[src/rtl/snn_pkg.sv]
// -----------------------------------------------------------------------------
// snn_pkg
// Shared types, default widths, config address-map helpers and the membrane
// clamp function for the snn_osc_network oscillator.
//   weight_t : signed synaptic weight at the default width
//   vmem_t   : unsigned membrane potential at the default width
// -----------------------------------------------------------------------------
package snn_pkg;

    localparam int SNN_DEF_N_NEURONS = 2;
    localparam int SNN_DEF_V_WIDTH   = 8;
    localparam int SNN_DEF_W_WIDTH   = 4;

    typedef logic signed [SNN_DEF_W_WIDTH-1:0] weight_t;
    typedef logic        [SNN_DEF_V_WIDTH-1:0] vmem_t;

    // Config address map: weights occupy [0, N*N), biases follow at N*N.
    localparam int CFG_WEIGHT_BASE = 0;

    function automatic int cfg_bias_base(input int n);
        return n * n;
    endfunction

    function automatic int cfg_num_entries(input int n);
        return n * n + n;
    endfunction

    // Saturate a signed value into the unsigned range [0, 2^width-1].
    function automatic logic [31:0] clamp_to_width(input logic signed [31:0] s,
                                                   input int                 width);
        logic signed [31:0] hi;
        hi = (32'sd1 <<< width) - 32'sd1;
        if (s < 32'sd0) begin
            return 32'd0;
        end
        if (s > hi) begin
            return hi;
        end
        return s;
    endfunction

endpackage

[src/rtl/snn_osc_network_lif_neuron.sv]
// -----------------------------------------------------------------------------
// lif_neuron
// One leaky integrate-and-fire neuron: owns its membrane potential, its
// refractory down-counter and its registered spike flop.
// Ports:
//   clk_i, reset_i   clock, synchronous active-high reset
//   run_i            1 = advance on this edge, 0 = hold state, spike forced low
//   bias_i           unsigned bias current added every enabled edge
//   syn_i            signed synaptic sum from the previous spike vector
//   spike_next_o     spike value that will be registered on the coming edge
//   spike_o          registered spike pulse
// -----------------------------------------------------------------------------
module lif_neuron
    import snn_pkg::*;
#(
    parameter int V_WIDTH        = 8,
    parameter int S_WIDTH        = 19,
    parameter int THRESHOLD      = 200,
    parameter int LEAK_SHIFT     = 3,
    parameter int REFRACT_CYCLES = 4
) (
    input  logic                      clk_i,
    input  logic                      reset_i,
    input  logic                      run_i,
    input  logic [V_WIDTH-1:0]        bias_i,
    input  logic signed [S_WIDTH-1:0] syn_i,
    output logic                      spike_next_o,
    output logic                      spike_o
);

    localparam int RW = (REFRACT_CYCLES > 0) ? $clog2(REFRACT_CYCLES + 1) : 1;

    logic [V_WIDTH-1:0]        v_q, v_d;
    logic [RW-1:0]             refr_q, refr_d;
    logic                      spike_q, spike_d;
    logic signed [S_WIDTH-1:0] s_sum;
    logic [31:0]               s_clamp;

    always_comb begin
        v_d     = v_q;
        refr_d  = refr_q;
        spike_d = 1'b0;
        s_sum   = '0;
        s_clamp = '0;
        if (run_i) begin
            if (refr_q != '0) begin
                refr_d = refr_q - RW'(1);
                v_d    = '0;
            end else begin
                // Widen before arithmetic so the negative synaptic sum cannot
                // wrap the unsigned membrane value.
                s_sum = $signed(S_WIDTH'(v_q))
                      - $signed(S_WIDTH'(v_q >> LEAK_SHIFT))
                      + $signed(S_WIDTH'(bias_i))
                      + syn_i;
                s_clamp = clamp_to_width(32'(s_sum), V_WIDTH);
                if (s_clamp >= 32'(THRESHOLD)) begin
                    spike_d = 1'b1;
                    v_d     = '0;
                    refr_d  = RW'(REFRACT_CYCLES);
                end else begin
                    v_d = s_clamp[V_WIDTH-1:0];
                end
            end
        end
    end

    always_ff @(posedge clk_i) begin
        if (reset_i) begin
            v_q     <= '0;
            refr_q  <= '0;
            spike_q <= 1'b0;
        end else begin
            v_q     <= v_d;
            refr_q  <= refr_d;
            spike_q <= spike_d;
        end
    end

    assign spike_next_o = spike_d;
    assign spike_o      = spike_q;

endmodule

[src/rtl/snn_osc_network.sv]
// -----------------------------------------------------------------------------
// snn_osc_network
// N leaky integrate-and-fire neurons with all-to-all signed weights and
// per-neuron bias, configured through a write port accepted only while halted.
// Ports:
//   clk, reset      clock, synchronous active-high reset (clears config too)
//   run             1 = network advances every edge, 0 = frozen
//   cfg_valid       config write request, taken when cfg_ready
//   cfg_ready       = !run
//   cfg_addr        0..N*N-1 weight[addr/N][addr%N], N*N..N*N+N-1 bias
//   cfg_wdata       weight: low W_WIDTH bits signed; bias: all bits unsigned
//   spike           registered spike pulses
//   spike_any       registered OR of the spike vector, aligned with spike
//   spike_count     saturating spike total
// Build option: define SNN_SPIKE_COUNT_EN to include the spike counter;
// otherwise spike_count is tied to zero.
// -----------------------------------------------------------------------------
module snn_osc_network
    import snn_pkg::*;
#(
    parameter int N_NEURONS      = SNN_DEF_N_NEURONS,
    parameter int V_WIDTH        = SNN_DEF_V_WIDTH,
    parameter int W_WIDTH        = SNN_DEF_W_WIDTH,
    parameter int W_SCALE        = 4,
    parameter int THRESHOLD      = 200,
    parameter int LEAK_SHIFT     = 3,
    parameter int REFRACT_CYCLES = 4,
    parameter int ADDR_WIDTH     = 4
) (
    input  logic                  clk,
    input  logic                  reset,
    input  logic                  run,
    input  logic                  cfg_valid,
    output logic                  cfg_ready,
    input  logic [ADDR_WIDTH-1:0] cfg_addr,
    input  logic [V_WIDTH-1:0]    cfg_wdata,
    output logic [N_NEURONS-1:0]  spike,
    output logic                  spike_any,
    output logic [15:0]           spike_count
);

    localparam int S_WIDTH   = V_WIDTH + W_WIDTH + W_SCALE + $clog2(N_NEURONS) + 2;
    localparam int BIAS_BASE = cfg_bias_base(N_NEURONS);

    logic signed [W_WIDTH-1:0] weight_q [N_NEURONS][N_NEURONS];
    logic [V_WIDTH-1:0]        bias_q   [N_NEURONS];
    logic signed [S_WIDTH-1:0] syn_sum  [N_NEURONS];
    logic [N_NEURONS-1:0]      spike_q;
    logic [N_NEURONS-1:0]      spike_next;
    logic                      spike_any_q;
    logic                      cfg_we;

    assign cfg_ready = !run;
    assign cfg_we    = cfg_valid && cfg_ready;

    // Address decode is an exact match per entry, so out-of-range addresses
    // fall through without touching anything.
    always_ff @(posedge clk) begin
        if (reset) begin
            for (int i = 0; i < N_NEURONS; i++) begin
                bias_q[i] <= '0;
                for (int j = 0; j < N_NEURONS; j++) begin
                    weight_q[i][j] <= '0;
                end
            end
        end else if (cfg_we) begin
            for (int i = 0; i < N_NEURONS; i++) begin
                if (cfg_addr == ADDR_WIDTH'(BIAS_BASE + i)) begin
                    bias_q[i] <= cfg_wdata;
                end
                for (int j = 0; j < N_NEURONS; j++) begin
                    if (cfg_addr == ADDR_WIDTH'(CFG_WEIGHT_BASE + i * N_NEURONS + j)) begin
                        weight_q[i][j] <= cfg_wdata[W_WIDTH-1:0];
                    end
                end
            end
        end
    end

    // Every target reads the same registered vector, so simultaneous spikes
    // need no ordering.
    always_comb begin
        for (int i = 0; i < N_NEURONS; i++) begin
            syn_sum[i] = '0;
            for (int j = 0; j < N_NEURONS; j++) begin
                if (spike_q[j]) begin
                    syn_sum[i] = syn_sum[i] + (S_WIDTH'(weight_q[i][j]) <<< W_SCALE);
                end
            end
        end
    end

    for (genvar gi = 0; gi < N_NEURONS; gi++) begin : g_neuron
        lif_neuron #(
            .V_WIDTH        (V_WIDTH),
            .S_WIDTH        (S_WIDTH),
            .THRESHOLD      (THRESHOLD),
            .LEAK_SHIFT     (LEAK_SHIFT),
            .REFRACT_CYCLES (REFRACT_CYCLES)
        ) u_neuron (
            .clk_i        (clk),
            .reset_i      (reset),
            .run_i        (run),
            .bias_i       (bias_q[gi]),
            .syn_i        (syn_sum[gi]),
            .spike_next_o (spike_next[gi]),
            .spike_o      (spike_q[gi])
        );
    end

    always_ff @(posedge clk) begin
        if (reset) begin
            spike_any_q <= 1'b0;
        end else begin
            spike_any_q <= |spike_next;
        end
    end

    assign spike     = spike_q;
    assign spike_any = spike_any_q;

`ifdef SNN_SPIKE_COUNT_EN
    logic [15:0] count_q, count_d;
    logic [3:0]  pop;
    logic [16:0] count_sum;

    always_comb begin
        pop = '0;
        for (int i = 0; i < N_NEURONS; i++) begin
            pop = pop + {3'b000, spike_next[i]};
        end
        count_sum = '0;
        count_d   = count_q;
        if (run) begin
            count_sum = {1'b0, count_q} + {13'b0, pop};
            count_d   = count_sum[16] ? 16'hFFFF : count_sum[15:0];
        end
    end

    always_ff @(posedge clk) begin
        if (reset) begin
            count_q <= '0;
        end else begin
            count_q <= count_d;
        end
    end

    assign spike_count = count_q;
`else
    assign spike_count = '0;
`endif

endmodule

[config.mk]
export PLATFORM = sky130hd
export DESIGN_NAME = snn_osc_network
export DESIGN_NICKNAME = d
export VERILOG_FILES = /design/src/rtl/snn_pkg.sv /design/src/rtl/snn_osc_network_lif_neuron.sv /design/src/rtl/snn_osc_network.sv
export SDC_FILE = /design/constraint.sdc
export NUM_CORES = 1
export LEC_CHECK = 0
export CAP_MARGIN = 20
export CORE_UTILIZATION = 40
export CTS_BUF_LIST = sky130_fd_sc_hd__clkbuf_2
export CTS_CLUSTER_DIAMETER = 200
export DETAILED_ROUTE_END_ITERATION = 7
export DONT_BUFFER_PORTS = 1
export GPL_TIMING_DRIVEN = 0
export PLACE_DENSITY_LB_ADDON = 0.12
export SKIP_LAST_GASP = 1
export SYNTH_ARGS = -nofsm -noshare
export SYNTH_HDL_FRONTEND = slang
export SYNTH_SLANG_ARGS = --single-unit
[constraint.sdc]
create_clock -name clk -period 6.1 [get_ports clk]
set_input_delay 0.61 -clock clk [delete_from_list [all_inputs] [get_ports clk]]
set_output_delay 0.61 -clock clk [all_outputs]
set_load 0.01 [all_outputs]
==> flow_summary.toml, run 1 <==
[die]
floorplan.rows = 44
floorplan.io_pins = 36
fp.dieH_um = 124
coreArea_sq_um = 14500
die_w_um = 124
die_area_sq_um = 15300
initial_cell_density_of_the_core = 0.409

[setup_path]
worstPathMaxFanout = 9
worst_r2r_startpoint = "g_neuron[0].u_neuron.spike_o"
timing.critical_path.arrival_ns = 6.15
worst-endpoint-required_ns = 6.49
r2r.worst_path.cells = 19
critical_path.endpoint_type = "register"
timing.rr.end = "g_neuron[0].u_neuron.refr_q[2]"
timing.reg2reg.setup_slack_ns = 0.34
worstSetupStartpointType = "register"
timing.setup.critical_path_class = "register to register"

[drt]
wire_per_inst_um = 14.9
count_of_unresolved_drc_violations_after_routing = 0
drtPass1Iterations = 5
routed_wirelength_um = 13200
antenna_violating_nets_post_route = 0
drtIter0Drc = 230
avgViaCountPerCell = 5.40
dr_total_vias = 4789

[hold_path]
hold_path.startpoint = "cfg_wdata[2]"
hold_class = "input port to register"
hold-path-cell-count = 1
holdPathEnd = "weight_q[0][6]"

[grt]
global_route.usage.total = 0.180
grt_max_degree = 12
grt_pass1_wl_um = 21400
antenna_found_initial = 0
grt_remaining_overflow = 0
grt_pass1_vias = 4430

[cts]
root_buffer = "sky130_fd_sc_hd__clkbuf_2"
clkLatencyLatePin_ns = 0.49
total_cts_buffers = 9
cts.clk_slew.worst_paths_ns = 0.18
cts_tree = "done"
ctsHoldBuffers = 0
numClockSinks = 57
h-tree-depth = 3
cts_max_path_buffers = 2

[yosys]
netlist_instances = 670
synth.cell_area_sq_um = 5920
ys_types = 69
synth.top_cells.by_area = "sky130_fd_sc_hd__edfxtp_1, sky130_fd_sc_hd__ha_1, sky130_fd_sc_hd__dfxtp_1, sky130_fd_sc_hd__fa_1, sky130_fd_sc_hd__a21oi_1"
synth.largest_area_cell = "sky130_fd_sc_hd__edfxtp_1"
post_synth.cell_area_avg_sq_um = 8.84
synth_seq_cells = 57
synth.top_cell.area_share = 0.162
share_of_synthesized_registers_carrying_an_async_set_or_reset = 0
synth_edf_count = 32
synth_ff_type = "sky130_fd_sc_hd__edfxtp_1"
yosys_warnings = 0
synth.yosys.seq_area_share = 0.247

[job]
cap_violations = 0

[layout]
final_cell_mix = "sky130_fd_sc_hd__ha_1, sky130_fd_sc_hd__inv_1, sky130_fd_sc_hd__a21oi_1, sky130_fd_sc_hd__nand2_1, sky130_fd_sc_hd__nor2_1"
commonest_non_fill_non_tap_cell_in_the_layout = "sky130_fd_sc_hd__ha_1"
area.growth.synth_to_final_pct = 7.50
final_nets = 812
drive_above_1_share = 0.0868
antenna_cells_inserted = 0
fill_count = 1412

[sta]
finalHoldViolCount = 0
max_freq_mhz = 174
setup_repair_after_global_routing_missed_its_margin = "true"
final.period_utilization = 0.945
finalSetupViolations = 0
final.setup.worst_slack_ns = 0.337
final.setup_skew_ns = 0.0180
timing.final.max_slew_violations = 0
tns_ns = 0
slew_headroom = 0.426
worst-slew-pin-transition_ns = 0.859
clock_period_minus_final_worst_setup_slack_ns = 5.76

[status]
outcome = "completed"

[placed_design]
gp_routability_congestion = 0.793
dpl_hpwl_um = 10700
place.port_buffers = 0
dp_slack_ns = 0.363
critical path: stages, from the launching register on:
cell	delay, ns
sky130_fd_sc_hd__dfxtp_1	0.44
sky130_fd_sc_hd__and2_1	0.19
sky130_fd_sc_hd__ha_1	0.21
sky130_fd_sc_hd__fa_1	0.42
sky130_fd_sc_hd__a21oi_1	0.30
sky130_fd_sc_hd__nor2b_1	0.11
sky130_fd_sc_hd__nor2_1	0.13
sky130_fd_sc_hd__fa_1	0.42
sky130_fd_sc_hd__o21ai_0	0.19
sky130_fd_sc_hd__ha_1	0.26
sky130_fd_sc_hd__ha_1	0.39
sky130_fd_sc_hd__a21oi_1	0.30
sky130_fd_sc_hd__o21bai_1	0.11
sky130_fd_sc_hd__a2111oi_0	0.49
sky130_fd_sc_hd__a21boi_0	0.20
sky130_fd_sc_hd__xor2_1	0.18
sky130_fd_sc_hd__a31oi_1	0.21
sky130_fd_sc_hd__nand4_1	0.38
sky130_fd_sc_hd__o31ai_2	0.38
sky130_fd_sc_hd__mux2_2	0.36
sequential cells by signal, summed over array words and instances, names as in the netlist:
register,flops
g_neuron.u_neuron.refr_q,6
weight_q,16
g_neuron.u_neuron.v_q,16
bias_q,16
g_neuron.u_neuron.spike_o,2
spike_any,1
metal layers:
metal | share of wire | routed length [um] | track usage
met5 | 0 | 0 | 0
met4 | 0.010 | 137 | 0.0520
met3 | 0.039 | 515 | 0.0321
met2 | 0.45 | 5930 | 0.283
met1 | 0.50 | 6590 | 0.252
stage by stage:
stage | area [sq um] | std cells | hold slack (ns) | util
global placement | 6210 | 869 | 0.451 | 0.429
global route | 6360 | 887 | 0.220 | 0.440
CTS | 6350 | 886 | 0.237 | 0.439
finish | 6360 | 887 | 0.301 | 0.440
detailed placement | 6210 | 870 | 0.457 | 0.429
floorplan | 5980 | 685 | 0.432 | -
how the worst max path moves through the flow:
stage | from | to | slack, ns | depth (start not counted)
finish | g_neuron[0].u_neuron.spike_o | g_neuron[0].u_neuron.refr_q[2] | 0.34 | 19
global route | g_neuron[0].u_neuron.spike_o | g_neuron[0].u_neuron.v_q[0] | -0.06 | 19
CTS | g_neuron[0].u_neuron.spike_o | g_neuron[0].u_neuron.refr_q[2] | 0.30 | 19
detailed placement | g_neuron[0].u_neuron.spike_o | g_neuron[0].u_neuron.refr_q[2] | 0.36 | 19
global placement | g_neuron[0].u_neuron.spike_o | g_neuron[0].u_neuron.refr_q[2] | 0.33 | 19
floorplan | weight_q[1][4] | g_neuron[1].u_neuron.refr_q[1] | 1.45 | 18
final cells by class:
cell class	instances	area, sq um	area share
plain buffers	35	199	0.0313
clock buffers	9	45.0	0.00708
clock inverters	7	95.1	0.0149
inverters	56	210	0.0330
multi-input cells	537	4110	0.646
flip-flops and latches	57	1460	0.230
well taps	184	230	0.0362
repair buffers	2	12.5	0.00197
synthesized netlist by cell type (all sizes together), types with 10 or more instances:
| master | n |
|---|---|
| nor2 | 46 |
| a21o | 20 |
| ha | 76 |
| and2 | 30 |
| inv | 54 |
| fa | 22 |
| o21ai | 24 |
| clkbuf | 16 |
| nor2b | 13 |
| a21oi | 50 |
| xnor2 | 26 |
| nand2 | 49 |
| dfxtp | 25 |
| edfxtp | 32 |
| buf | 19 |
| nor3 | 11 |
| nand3 | 10 |
cell families (layout without fill, tap and decap cells):
kind of cell	Yosys count	in the layout	synth area share
compound gates	175	175	0.200
xor+xnor	35	35	0.0518
fa+ha+maj	98	98	0.235
buf+inv	91	109	0.0691
flops	57	57	0.247
mux	10	10	0.0180
other cells	1	16	0.000633
simple gates	203	203	0.179
timing repair:
action                                 4_1_cts  5_1_grt
setup buffers                                0        1
endpoints found under the hold margin        0        0
setup endpoints to repair                    0        9
resized for setup                            0        1
Power of run 1 is not shown: default switching activity piles up to over one toggle a cycle in this logic, so the estimate is an artifact.
==> run 2, diff against run 1 <==
--- a/config.mk
+++ b/config.mk
@@ -13,6 +13,7 @@
 export DONT_BUFFER_PORTS = 1
 export GPL_TIMING_DRIVEN = 0
 export PLACE_DENSITY_LB_ADDON = 0.12
+export SETUP_SLACK_MARGIN = 0.05
 export SKIP_LAST_GASP = 1
 export SYNTH_ARGS = -nofsm -noshare
 export SYNTH_HDL_FRONTEND = slang
==> flow_summary.toml, run 2 (synthesis results as in run 1) <==
[placed_design]
dpl_hpwl_um = 10700
gp_routability_congestion = 0.793
dp_slack_ns = 0.363
place.port_buffers = 0
placed_cell_area_sq_um = 6210

[drt]
routed_wirelength_um = 13100
drtIter0Drc = 232
avgViaCountPerCell = 5.39
antenna_violating_nets_post_route = 0
drtPass1Iterations = 5
wire_per_inst_um = 14.8
count_of_unresolved_drc_violations_after_routing = 0
dr_total_vias = 4788

[cts]
total_cts_buffers = 9
root_buffer = "sky130_fd_sc_hd__clkbuf_2"
cts_max_path_buffers = 2
numClockSinks = 57
cts.clk_slew.worst_paths_ns = 0.18
cts_tree = "done"
clkLatencyLatePin_ns = 0.50
h-tree-depth = 3
ctsHoldBuffers = 0

[power_and_ir_drop]
leak_pwr_nw = 2.90
p_per_area_nw_per_um2 = 558
max-vdd-ir-drop_mv = 0.432
p_total_mw = 3.56

[layout]
multi_input_comb_area_sq_um = 4110
antenna_cells_inserted = 0
drive_above_1_share = 0.0894
layout_top_registers = "bias_q (16), g_neuron.u_neuron.v_q (16), weight_q (16)"
commonest_non_fill_non_tap_cell_in_the_layout = "sky130_fd_sc_hd__ha_1"
final_nets = 814
fin_area_sq_um = 6380
fill_count = 1414
area.growth.synth_to_final_pct = 7.76
final_cell_mix = "sky130_fd_sc_hd__ha_1, sky130_fd_sc_hd__inv_1, sky130_fd_sc_hd__a21oi_1, sky130_fd_sc_hd__nand2_1, sky130_fd_sc_hd__nor2_1"
seqCellArea_sq_um = 1460

[grt]
grt_pass1_vias = 4430
grt_pass1_wl_um = 21400
grt_remaining_overflow = 0
global_route.usage.total = 0.180
grt_max_degree = 12
antenna_found_initial = 0

[die]
die_w_um = 124
floorplan.rows = 44
fp.dieH_um = 124
die_area_sq_um = 15300
coreArea_sq_um = 14500
floorplan.io_pins = 36
initial_cell_density_of_the_core = 0.409

[job]
cap_violations = 0

[sta]
worst-slew-pin-transition_ns = 0.853
max_freq_mhz = 179
setup_repair_after_global_routing_missed_its_margin = "false"
slew_headroom = 0.430
timing.final.max_slew_violations = 0
finalSetupViolations = 0
tns_ns = 0
clock_period_minus_final_worst_setup_slack_ns = 5.57
final.setup.worst_slack_ns = 0.529
finalHoldViolCount = 0
final.period_utilization = 0.913
final.setup_skew_ns = 0.0217

[status]
outcome = "completed"

[setup_path]
timing.critical_path.arrival_ns = 5.96
worstPathMaxFanout = 9
critical_path.endpoint_type = "register"
worstSetupStartpointType = "register"
timing.setup.critical_path_class = "register to register"
worst-endpoint-required_ns = 6.49

[hold_path]
hold_class = "input port to register"
[run 2: changes by cell type in the layout (fill, tap and decap cells not counted), sizes merged]
cell and delta:
buf +2
[run 2: stage by stage]
step / hold slack [ns] / std cells / utilization
floorplan: 0.432 / 685 / -
global placement: 0.451 / 869 / 0.429
detailed placement: 0.457 / 870 / 0.429
CTS: 0.237 / 886 / 0.439
global route: 0.220 / 889 / 0.441
finish: 0.295 / 889 / 0.441
[run 2: report_power, final]
group | internal, mW | leakage, nW | switching (mW) | total (mW)
sequential | 0.453 | 0.508 | 0.0378 | 0.490
clock | 0.134 | 0.0718 | 0.152 | 0.287
combinational | 1.14 | 2.32 | 1.64 | 2.78
total | 1.73 | 2.90 | 1.83 | 3.56
[run 2: layout make-up]
type | count | share of cell area
Buffer | 35 | 0.0312
Clock buffer | 9 | 0.00706
Clock inverter | 7 | 0.0149
Inverter | 56 | 0.0329
Multi-Input combinational cell | 537 | 0.644
Sequential cell | 57 | 0.229
Tap cell | 184 | 0.0361
Timing Repair Buffer | 4 | 0.00431
[run 2: path summary, 6_finish.rpt]
check                                     from                              to  depth (start not counted)  slack (ns)
setup / recovery  g_neuron[0].u_neuron.spike_o  g_neuron[0].u_neuron.refr_q[2]                         20        0.53
hold / removal                    cfg_wdata[2]                  weight_q[0][6]                          1        0.30
setup reg to reg  g_neuron[0].u_neuron.spike_o  g_neuron[0].u_neuron.refr_q[2]                         20        0.53
hold reg to reg    g_neuron[1].u_neuron.v_q[0]     g_neuron[1].u_neuron.v_q[0]                          1        0.49
[run 2: metal layers]
layer	GRT usage	vias up	wire length (um)
met2	0.283	101	5910
met5	0	-	0
li1	-	2425	-
met1	0.252	2251	6550
met3	0.0321	11	521
met4	0.0520	0	143
[run 2: worst max-delay path, cell delays in order (launching register included)]
cell and delay [ns]:
sky130_fd_sc_hd__dfxtp_1 0.44, sky130_fd_sc_hd__and2_1 0.19, sky130_fd_sc_hd__ha_1 0.21, sky130_fd_sc_hd__fa_1 0.42
sky130_fd_sc_hd__a21oi_1 0.29, sky130_fd_sc_hd__nor2b_1 0.11, sky130_fd_sc_hd__nor2_1 0.12, sky130_fd_sc_hd__fa_1 0.42
sky130_fd_sc_hd__o21ai_0 0.19, sky130_fd_sc_hd__ha_1 0.26, sky130_fd_sc_hd__ha_1 0.39, sky130_fd_sc_hd__a21oi_1 0.30
sky130_fd_sc_hd__o21bai_1 0.11, sky130_fd_sc_hd__a2111oi_0 0.52, sky130_fd_sc_hd__a21boi_0 0.21, sky130_fd_sc_hd__xor2_1 0.18
sky130_fd_sc_hd__a31oi_1 0.20, sky130_fd_sc_hd__nand4_1 0.11, sky130_fd_sc_hd__buf_4 0.18, sky130_fd_sc_hd__o31ai_2 0.24
sky130_fd_sc_hd__mux2_2 0.36
[run 2: timing repair]
action | 4_1_cts | 5_1_grt
endpoints found under the setup margin | 0 | 12
buffers inserted | 0 | 3
resized for setup | 0 | 1
No activity file was read; power rests on OpenSTA's default activity.
==> run 3, diff against run 2 <==
--- a/config.mk
+++ b/config.mk
@@ -7,10 +7,8 @@
 export LEC_CHECK = 0
 export CAP_MARGIN = 20
 export CORE_UTILIZATION = 40
-export CTS_BUF_LIST = sky130_fd_sc_hd__clkbuf_2
 export CTS_CLUSTER_DIAMETER = 200
 export DETAILED_ROUTE_END_ITERATION = 7
-export DONT_BUFFER_PORTS = 1
 export GPL_TIMING_DRIVEN = 0
 export PLACE_DENSITY_LB_ADDON = 0.12
 export SETUP_SLACK_MARGIN = 0.05
==> flow_summary.toml, run 3 (synthesis results as in run 1) <==
[layout]
drive_above_1_share = 0.0831
seqCellArea_sq_um = 1460
area.growth.synth_to_final_pct = 12.8
multi_input_comb_area_sq_um = 4110
final-instance-count-excl-fill = 907
fill_count = 1464
commonest_non_fill_non_tap_cell_in_the_layout = "sky130_fd_sc_hd__ha_1"
final_cell_mix = "sky130_fd_sc_hd__ha_1, sky130_fd_sc_hd__inv_1, sky130_fd_sc_hd__a21oi_1, sky130_fd_sc_hd__nand2_1, sky130_fd_sc_hd__nor2_1"
layout_top_registers = "bias_q (16), g_neuron.u_neuron.v_q (16), weight_q (16)"
final_nets = 831

[grt]
antenna_found_initial = 0
grt_pass1_wl_um = 22000
grt_pass1_vias = 4550
grt_max_degree = 11
global_route.usage.total = 0.186
grt_remaining_overflow = 0

[hold_path]
hold_class = "register to register"

[setup_path]
worst-endpoint-required_ns = 6.31
timing.setup.critical_path_class = "register to register"
critical_path.max_stage_delay_ns = 0.58
cp_cell_sequence = "and2_1, ha_1, a21o_1, a21oi_1, fa_1, o21a_1, fa_1, inv_1, ha_1, nand2_1, a221oi_2, nor2_1, a2111oi_1, nand4_1, nor4_4, buf_12, nor3_1, o21bai_1"
timing.critical_path.buf_inv = 2
timing.critical_path.arrival_ns = 5.81
slowest_stage = "sky130_fd_sc_hd__a2111oi_1"
delay_heaviest_family_cp = "compound AO/OA/AOI/OAI gates"
worstSetupStartpointType = "register"
worstPathMaxFanout = 9
critical_path.endpoint_type = "register"

[die]
coreArea_sq_um = 14500
initial_cell_density_of_the_core = 0.409
die_area_sq_um = 15300
floorplan.rows = 44
fp.dieH_um = 124
die_w_um = 124
floorplan.io_pins = 36

[cts]
h-tree-depth = 3
numClockSinks = 57
total_cts_buffers = 9
ctsHoldBuffers = 0
cts_tree = "done"
root_buffer = "sky130_fd_sc_hd__clkbuf_16"
cts_max_path_buffers = 2
cts.clk_slew.worst_paths_ns = 0.05
clkLatencyLatePin_ns = 0.32

[sta]
clock_period_minus_final_worst_setup_slack_ns = 5.60
worst-slew-pin-transition_ns = 0.811
hold_slack_ns = 0.463
finalHoldViolCount = 0
timing.final.max_slew_violations = 0
setup_repair_after_global_routing_missed_its_margin = "false"
final.setup_skew_ns = 0.00451
max_freq_mhz = 178
final.period_utilization = 0.919
slew_headroom = 0.458
tns_ns = 0
finalSetupViolations = 0

[drt]
antenna_violating_nets_post_route = 0
wire_per_inst_um = 15.0
avgViaCountPerCell = 5.32
routed_wirelength_um = 13600
drtPass1Iterations = 4
count_of_unresolved_drc_violations_after_routing = 0
drtIter0Drc = 231
dr_total_vias = 4823

[placed_design]
place.port_buffers = 17
dp.cells = 887
dpl_hpwl_um = 11100
gp_routability_congestion = 0.822

[job]
cap_violations = 0

[status]
outcome = "completed"
==> run 3: cell count changes in the layout (fill, tap and decap cells not counted), sizes merged <==
| cell | before | now |
|---|---|---|
| clkdlybuf4s50 | 0 | 17 |
| clkinv | 4 | 8 |
| clkinvlp | 3 | 0 |
| bufinv | 2 | 0 |
| clkbuf | 25 | 26 |
| diode | 0 | 1 |
==> run 3: layout make-up <==
cell class                      count  share of cell area
Sequential cell                    57               0.219
Clock buffer                       10              0.0343
Multi-Input combinational cell    537               0.616
Antenna cell                        1            0.000375
Inverter                           56              0.0315
Timing Repair Buffer               21              0.0315
Buffer                             35              0.0298
Clock inverter                      6             0.00393
Tap cell                          184              0.0345
==> run 3: worst paths after layout <==
path / from / to / slack (ns) / cells after the start
hold reg to reg: g_neuron[1].u_neuron.v_q[0] / g_neuron[1].u_neuron.v_q[0] / 0.46 / 1
setup reg to reg: g_neuron[0].u_neuron.spike_o / spike_any / 0.50 / 18
setup / recovery: g_neuron[0].u_neuron.spike_o / spike_any / 0.50 / 18
hold / removal: g_neuron[1].u_neuron.v_q[0] / g_neuron[1].u_neuron.v_q[0] / 0.46 / 1
==> run 3: timing repair <==
action / in CTS / in global routing
setup endpoints to repair: 0 / 19
resized for setup: 0 / 2
buffers inserted: 0 / 3
==> run 3: layer usage <==
| layer | routed length (um) | part of all wire | vias to the layer above | GRT usage |
|---|---|---|---|---|
| met4 | 199 | 0.015 | 0 | 0.0602 |
| met5 | 0 | 0 | - | 0 |
| met2 | 6200 | 0.46 | 77 | 0.295 |
| met3 | 382 | 0.028 | 17 | 0.0234 |
| met1 | 6790 | 0.50 | 2271 | 0.261 |
| li1 | - | - | 2458 | - |
==> run 3: through the flow <==
step / cell area [sq um] / setup WS, ns / utilization
6_report: 6680 / 0.495 / 0.461
5_1_grt: 6680 / 0.131 / 0.461
4_1_cts: 6640 / 0.289 / 0.458
3_5_place_dp: 6380 / 0.325 / 0.441
3_3_place_gp: 6380 / 0.330 / 0.440
2_1_floorplan: 5980 / 1.45 / -
Power of run 3 is left out for the same reason.
